<file path="src/rtl/pixel_write_queue.sv">
// rtl/pixel_write_queue.sv - pixel write queue draining into a shared framebuffer write port
//
// Ports:
//   clk, reset          sole clock; synchronous active-high reset
//   write_strobe        one-cycle pixel write request with write_x / write_y / write_color
//   fb_busy             display scan owns the framebuffer port this cycle
//   fb_we               registered write enable, one cycle per pixel
//   fb_addr, fb_wdata   registered write address (y*FB_W+x) and colour; zero while fb_we=0
//   fifo_full/empty     registered occupancy flags
//   overflow            sticky: an in-range strobe was dropped because the queue was full
//   drop_count          (PIXEL_WRITE_QUEUE_DROP_COUNT_EN only) saturating count of dropped strobes
module pixel_write_queue #(
    parameter int FIFO_DEPTH = 8,
    parameter int FB_W       = 64,
    parameter int FB_H       = 64,
    parameter int ADDR_W     = 12
) (
    input  logic              clk,
    input  logic              reset,
    input  logic              write_strobe,
    input  logic [6:0]        write_x,
    input  logic [6:0]        write_y,
    input  logic [7:0]        write_color,
    input  logic              fb_busy,
    output logic              fb_we,
    output logic [ADDR_W-1:0] fb_addr,
    output logic [7:0]        fb_wdata,
    output logic              fifo_full,
    output logic              fifo_empty,
    output logic              overflow
`ifdef PIXEL_WRITE_QUEUE_DROP_COUNT_EN
    ,
    output logic [7:0]        drop_count
`endif
);

    localparam int PTR_W = $clog2(FIFO_DEPTH);
    localparam logic [PTR_W:0] FULL_CNT = (PTR_W + 1)'(FIFO_DEPTH);

    typedef enum logic [1:0] {IDLE, WAIT, WRITE} state_t;

    state_t            state;
    state_t            state_next;
    logic [21:0]       mem [FIFO_DEPTH];
    logic [PTR_W-1:0]  wr_ptr;
    logic [PTR_W-1:0]  rd_ptr;
    logic [PTR_W:0]    count;

    logic              in_range;
    logic              strobe_ok;
    logic              queued;
    logic              avail;
    logic              pop;
    logic              push;
    logic              drop;
    logic [21:0]       head;
    logic [ADDR_W-1:0] head_addr;

    assign in_range  = (32'(write_x) < FB_W) && (32'(write_y) < FB_H);
    assign strobe_ok = write_strobe && in_range;
    assign queued    = (count != '0);

    // An in-range strobe arriving at an empty queue is treated as the head
    // entry straight away, so it can be written the very next cycle.
    assign avail = queued || strobe_ok;
    assign pop   = avail && !fb_busy;
    // When full, the slot freed by a same-cycle pop is reused by the push.
    assign push  = strobe_ok && (!fifo_full || pop);
    assign drop  = strobe_ok && fifo_full && !pop;

    assign head      = queued ? mem[rd_ptr] : {write_x, write_y, write_color};
    assign head_addr = ADDR_W'(head[14:8]) * ADDR_W'(FB_W) + ADDR_W'(head[21:15]);

    assign fifo_full  = (count == FULL_CNT);
    assign fifo_empty = (count == '0);
    assign fb_we      = (state == WRITE);

    always_comb begin
        state_next = IDLE;
        if (pop) begin
            state_next = WRITE;
        end else if (avail) begin
            state_next = WAIT;
        end
    end

    always_ff @(posedge clk) begin
        if (reset) begin
            state    <= IDLE;
            wr_ptr   <= '0;
            rd_ptr   <= '0;
            count    <= '0;
            fb_addr  <= '0;
            fb_wdata <= '0;
            overflow <= 1'b0;
        end else begin
            state <= state_next;
            if (push) begin
                wr_ptr <= wr_ptr + PTR_W'(1);
            end
            if (pop) begin
                rd_ptr <= rd_ptr + PTR_W'(1);
            end
            unique case ({push, pop})
                2'b10:   count <= count + (PTR_W + 1)'(1);
                2'b01:   count <= count - (PTR_W + 1)'(1);
                default: count <= count;
            endcase
            fb_addr  <= pop ? head_addr : '0;
            fb_wdata <= pop ? head[7:0] : '0;
            if (drop) begin
                overflow <= 1'b1;
            end
        end
    end

    // Storage has no reset; occupancy and pointers alone define validity.
    always_ff @(posedge clk) begin
        if (push) begin
            mem[wr_ptr] <= {write_x, write_y, write_color};
        end
    end

`ifdef PIXEL_WRITE_QUEUE_DROP_COUNT_EN
    always_ff @(posedge clk) begin
        if (reset) begin
            drop_count <= '0;
        end else if (drop && drop_count != 8'hFF) begin
            drop_count <= drop_count + 8'd1;
        end
    end
`endif

endmodule

</file>
<file path="config.mk">
export PLATFORM = sky130hd
export DESIGN_NAME = pixel_write_queue
export DESIGN_NICKNAME = d
export VERILOG_FILES = /design/src/rtl/pixel_write_queue.sv
export SDC_FILE = /design/constraint.sdc
export NUM_CORES = 1
export LEC_CHECK = 0
export ABC_CLOCK_PERIOD_IN_PS = 4460
export CAP_MARGIN = 40
export CORE_MARGIN = 5
export CORE_UTILIZATION = 30
export CTS_CLUSTER_DIAMETER = 120
export DETAILED_ROUTE_END_ITERATION = 10
export GPL_ROUTABILITY_DRIVEN = 0
export SETUP_SLACK_MARGIN = 0.3
export SLEW_MARGIN = 20
export SYNTH_ARGS = -nofsm -noshare
export SYNTH_HDL_FRONTEND = slang
export SYNTH_SLANG_ARGS = --single-unit
</file>
<file path="constraint.sdc">
create_clock -name clk -period 4.46 [get_ports clk]
set_clock_uncertainty 0.15 [all_clocks]
set_input_delay 0.669 -clock clk [delete_from_list [all_inputs] [get_ports clk]]
set_output_delay 0.669 -clock clk [all_outputs]
set_load 0.005 [all_outputs]
</file>
; After elaboration in Yosys (flattened, before gate mapping)
; Memory sizes are Yosys's and may differ from the RTL's. A register that Yosys moved wholly into a read port is not among the register bits.
; Cells that the tools add are included.
[classes]
n_addsub = 5
div_mod_pow = 0
mul = 0
n_reduce_logical = 16
shifts = 0
n_eq_ne = 4
magnitude_cmp = 2
n_mux = 8
n_bitwise = 1
[ops]
columns = op, count
row1 = $mux W22, 1
row2 = $lt A7 B7 Y1 const B, 2
row3 = $add A12 B7 Y12, 1
row4 = $pmux W4 S2, 1
row5 = $add A3 B1 Y3 const B, 2
row6 = $logic_and A1 B1 Y1, 6
row7 = $mux W3, 2
row8 = $add A4 B1 Y4 const B, 1
row9 = $eq A2 B2 Y1 const B, 2
row10 = $eq A4 B4 Y1 const B, 1
row11 = $logic_not A4 Y1, 1
row12 = $reduce_bool A4 Y1, 1
row13 = $reduce_or A2 Y1, 2
row14 = $sub A4 B1 Y4 const B, 1
row15 = $logic_not A1 Y1, 3
row16 = $mux W1, 3
row17 = $eq A2 B1 Y1 const B, 1
row18 = $logic_or A1 B1 Y1, 2
row19 = $mux W2, 1
row20 = $reduce_bool A2 Y1, 1
row21 = $not A1 Y1, 1
[totals]
romBits = 0
n_memories = 1
latch_bits = 0
ram_bits = 176
input_bits = 26
regBits = 33
elab_cells = 45
[memory_table]
columns = name, depth, word_bits, rd, rd_ports_with_merged_regs, write_ports, line
row1 = mem, 8, 22, 1, 1, 1, 44  ; logic [21:0] mem [FIFO_DEPTH];

; Depth between registers and ports, before layout
[logic_depth]
depth_word = 9
depth_mapped = 13

; Worst setup path before layout
; No wires, ideal clock.
[synth_timing]
path_type = in2reg
startpoint = input write_y[6]
endpoint = memory mem[0][0] (enable)
required_time_ns = 3.885
setup_ns = 0.425
path_slack_ns = 0.766
arrival_ns = 3.118
n_path_buf = 0
path_stages = 4
path_cell_list = or3b_2 -> a21oi_1 -> nand2b_1 -> nor3_1
[synth_via]
elab_chain_cells = 9
[synth_lines]
columns = element, line
row1 = from (decl), 22  ; input logic [6:0] write_y,
row2 = $lt A7 B7 Y1 *, 59  ; assign in_range = (32'(write_x) < FB_W) && (32'(write_y) < FB_H);
row3 = $logic_and A1 B1 Y1 *, 59
row4 = $logic_and A1 B1 Y1 *, 60  ; assign strobe_ok = write_strobe && in_range;
row5 = $logic_or A1 B1 Y1, 65  ; assign avail = queued || strobe_ok;
row6 = $logic_and A1 B1 Y1, 66  ; assign pop = avail && !fb_busy;
row7 = $logic_or A1 B1 Y1, 68  ; assign push = strobe_ok && (!fifo_full || pop);
row8 = $logic_and A1 B1 Y1 *, 68
row9 = $mux W1 *, 119  ; if (push) begin
row10 = $mux W1 (not written as such) *, 120  ; mem[wr_ptr] <= {write_x, write_y, write_color};
row11 = to (decl), 44
; Every way passes the cells marked *; elsewhere a longest branch is shown, timed or not.

; Final worst setup path
[layout_timing]
startpoint = input write_x[6]
endpoint = memory mem[5][0] (enable)
[layout_via]
elab_chain_cells = 9
[layout_lines]
columns = element, line
row1 = from (decl), 21  ; input logic [6:0] write_x,
row2 = $lt A7 B7 Y1 *, 59
row3 = $logic_and A1 B1 Y1 *, 59
row4 = $logic_and A1 B1 Y1 *, 60
row5 = $logic_or A1 B1 Y1, 65
row6 = $logic_and A1 B1 Y1, 66
row7 = $logic_or A1 B1 Y1, 68
row8 = $logic_and A1 B1 Y1 *, 68
row9 = $mux W1 *, 119
row10 = $mux W1 (not written as such) *, 120
; Marked as above.

==> impl_metrics.tcl <==
set metrics [dict create \
    ff2ff_setup_slack_ps 1460 \
    status "completed" \
    layout-drive-gt1-share_pct 17.5 \
    ys.warnings.count 0 \
    grt_pass1_vias 4664 \
    register_area_um2 5770 \
    peakVddDrop_mv 0.481 \
    area_growth_pct 21.0 \
    fmaxAchievable_mhz 307 \
    synth.avg_cell_area_um2 16.2 \
    synth_edf_count 168 \
    pwr-share-comb_pct 21.7 \
    synthFlopType "edfxtp_1" \
    synth-seq-cells 204 \
    cp.arrival_ps 3270 \
    coreArea_um2 26700 \
    worst-path-buf-inv 2 \
    maxCapViolations 0 \
    r2r-end "fb_addr[10]$_SDFF_PP0_" \
    reg2reg_depth 8 \
    hold_start "overflow$_SDFFE_PP0P_" \
    clk-insertion-delay-late_ps 490 \
    ctsHtreeMaxLevel 1 \
    drc 0 \
    fin_crit_sh_pct 73.0 \
    die_x_um 174 \
    slew_headroom_pct 45.9 \
    cts_resized 0 \
    fp-row-count 60 \
    p_int_uw 3870 \
    nets 591 \
    pwr-share-clk_pct 36.0 \
    p_leak_uw 0.00308 \
    hpwlAfterDp_um 10400 \
    avgViaCountPerCell 4.84 \
    layout_min_cycle_time_ps 3250 \
    end_kind "flop" \
    drt-initial-drc-count 287 \
    cp.required_ps 4480 \
    drtAntennaViolNets 0 \
    wl_um 16800 \
    slowest_stage "clkdlybuf4s50_1" \
    slowest_delay_ps 590 \
    crit_family "simple AND/OR/NAND/NOR gates" \
    grt.total_usage_pct 11.0 \
    fillers 2487 \
    num_vias 4434 \
    multiInputGateArea_um2 2140 \
    synth_cell_type_count 45 \
    crit_start "write_x[6]" \
    synth.most_common_cell "edfxtp_1" \
    worstHoldPathType "flop to flop" \
    slew_violations 0 \
    pwr-share-seq_pct 42.3 \
    cts_tree "done" \
    yosys.area.top_type_share_pct 62.6 \
    async_flop_share_pct 0 \
    die_h_um 174 \
    diodes 0 \
    critPathKind "input pin to flop" \
    post_cts_buffers 0 \
    grt_pass1_wl_um 26800 \
    io_buffers 49 \
    ys_seq_area_share_pct 71.5 \
    rsz0062_at_grt "no" \
    gr-total-overflow 0 \
    synth_nets 529 \
    root_buffer "clkbuf_16" \
    die_area_um2 30300 \
    ys_top_cells_by_area "edfxtp_1, dfxtp_1, mux2i_1, mux2_2, mux4_2" \
    switching_share_pct 26.9 \
    io_pins 50 \
    hold_violations 0 \
    start_util_pct 30.2 \
    synth_largest_area_cell "edfxtp_1" \
    grt_max_degree 35 \
    first_pass_iters 4 \
    clk_pin_slew_ps 60 \
    p_switching_uw 1420 \
    cts_hold_buf 0 \
    cts_buffers 23 \
    tightest_slew_ps 810 \
    startpoint_type "input pin" \
    power_uw 5290 \
    synthTopCellsByCount "edfxtp_1, mux2i_1, dfxtp_1" \
    path_cells "clkdlybuf4s50_1, or3b_2, a21oi_1, nand2_1, nor2_2, buf_4" \
    power_density_nw_per_um2 542 \
    clock_path_buffers 3 \
    holdPathEnd "overflow$_SDFFE_PP0P_" \
    path_max_fanout 15 \
    wl_per_cell_um 18.4 \
    syn_inst 498 \
    whs_path_depth 2 \
    antenna_found_initial 0 \
    setup_viol 0 \
    syn-cell-area_um2 8060 \
    cts_num_sinks 204 \
    setup_tns_ps 0 \
]
==> area by class of cell <==
cell class,count,area share (%)
clock buffers,35,6.88
multi-input cells,262,21.9
clock inverters,6,1.08
flip-flops and latches,204,59.1
repair buffers,64,6.38
well taps,341,4.37
inverters,5,0.244
==> through the flow <==
step / hold slack (ps) / worst slack, ps / utilization, % / instance area [um^2] / std cells
after floorplan: 311 / 766 / - / 8060 / 498
after global placement: 312 / 937 / 33.5 / 8950 / 874
after detailed placement: 315 / 699 / 33.6 / 8980 / 876
after CTS: 334 / 1240 / 36.5 / 9760 / 917
after global routing: 357 / 1050 / 36.5 / 9760 / 917
final: 332 / 1210 / 36.5 / 9760 / 917
==> flip-flops by register name, indices dropped and copies added (netlist names), named ones only <==
name and count:
count 4, fb_addr 12, fb_wdata 8, mem 168
overflow 1, rd_ptr 3, state 2, wr_ptr 3
==> cells by family (layout without fill, tap and decap cells) <==
logic type	Yosys count	after routing	synth area share, %
AO/OA/AOI/OAI	104	104	7.98
adder cells (fa/ha/maj)	5	5	0.776
buffers and inverters	32	110	2.27
XOR/XNOR	7	7	0.760
flip-flops	204	204	71.5
multiplexers	89	89	13.0
AND/OR/NAND/NOR	57	57	3.68
==> per-layer routing <==
metal  part of all wire, %  routed length, um  vias to the layer above  track usage, %
met5                     0                  0                        -               0
met4                   1.7                287                        0            2.57
met3                   5.6                944                       25            2.22
met2                    47               7980                      128            18.4
met1                    45               7620                     2212            15.0
li1                      -                  -                     2069               -
==> power by group through the flow <==
stage	combinational, uW	clock [uW]	sequential, uW
2_1_floorplan	885	0	2200
3_3_place_gp	1040	0	2330
3_5_place_dp	1140	0	2280
4_1_cts	1150	1950	2240
5_1_grt	1260	2040	2250
6_report	1150	1910	2240
==> how the worst max path moves through the flow <==
stage / to / slack, ps / cells past startpoint
after global placement: mem[5][18]$_DFFE_PP_ / 940 / 6
final: mem[5][0]$_DFFE_PP_ / 1210 / 6
after CTS: fifo_empty / 1240 / 3
after detailed placement: mem[5][1]$_DFFE_PP_ / 700 / 6
after global routing: mem[5][13]$_DFFE_PP_ / 1050 / 6
after floorplan: mem[0][0]$_DFFE_PP_ / 770 / 4
==> cells in the final DEF, fill, tap and decap left out, types with 4 or more instances in the layout <==
master / Yosys / layout
a21oi_1: 32 / 32
nor2_1: 19 / 13
nor2_2: 0 / 6
edfxtp_1: 168 / 168
buf_4: 0 / 13
dfxtp_1: 36 / 35
o21ai_0: 31 / 31
mux4_2: 10 / 10
clkdlybuf4s50_1: 0 / 49
mux2_2: 28 / 28
nor3_1: 7 / 5
mux2i_1: 51 / 51
a21boi_0: 15 / 15
nand2b_1: 4 / 4
clkbuf_1: 10 / 8
ha_1: 5 / 5
a221oi_1: 14 / 14
xor2_1: 5 / 5
nand2_1: 14 / 14
clkbuf_16: 0 / 24
==> worst min-delay path: cells and delay by family, from the launching register on <==
family | cells | cell delay (ps)
AND/OR/NAND/NOR | 1 | 70
AO/OA/AOI/OAI | 1 | 50
flip-flops | 1 | 330
(Power assumes the default switching activity.)
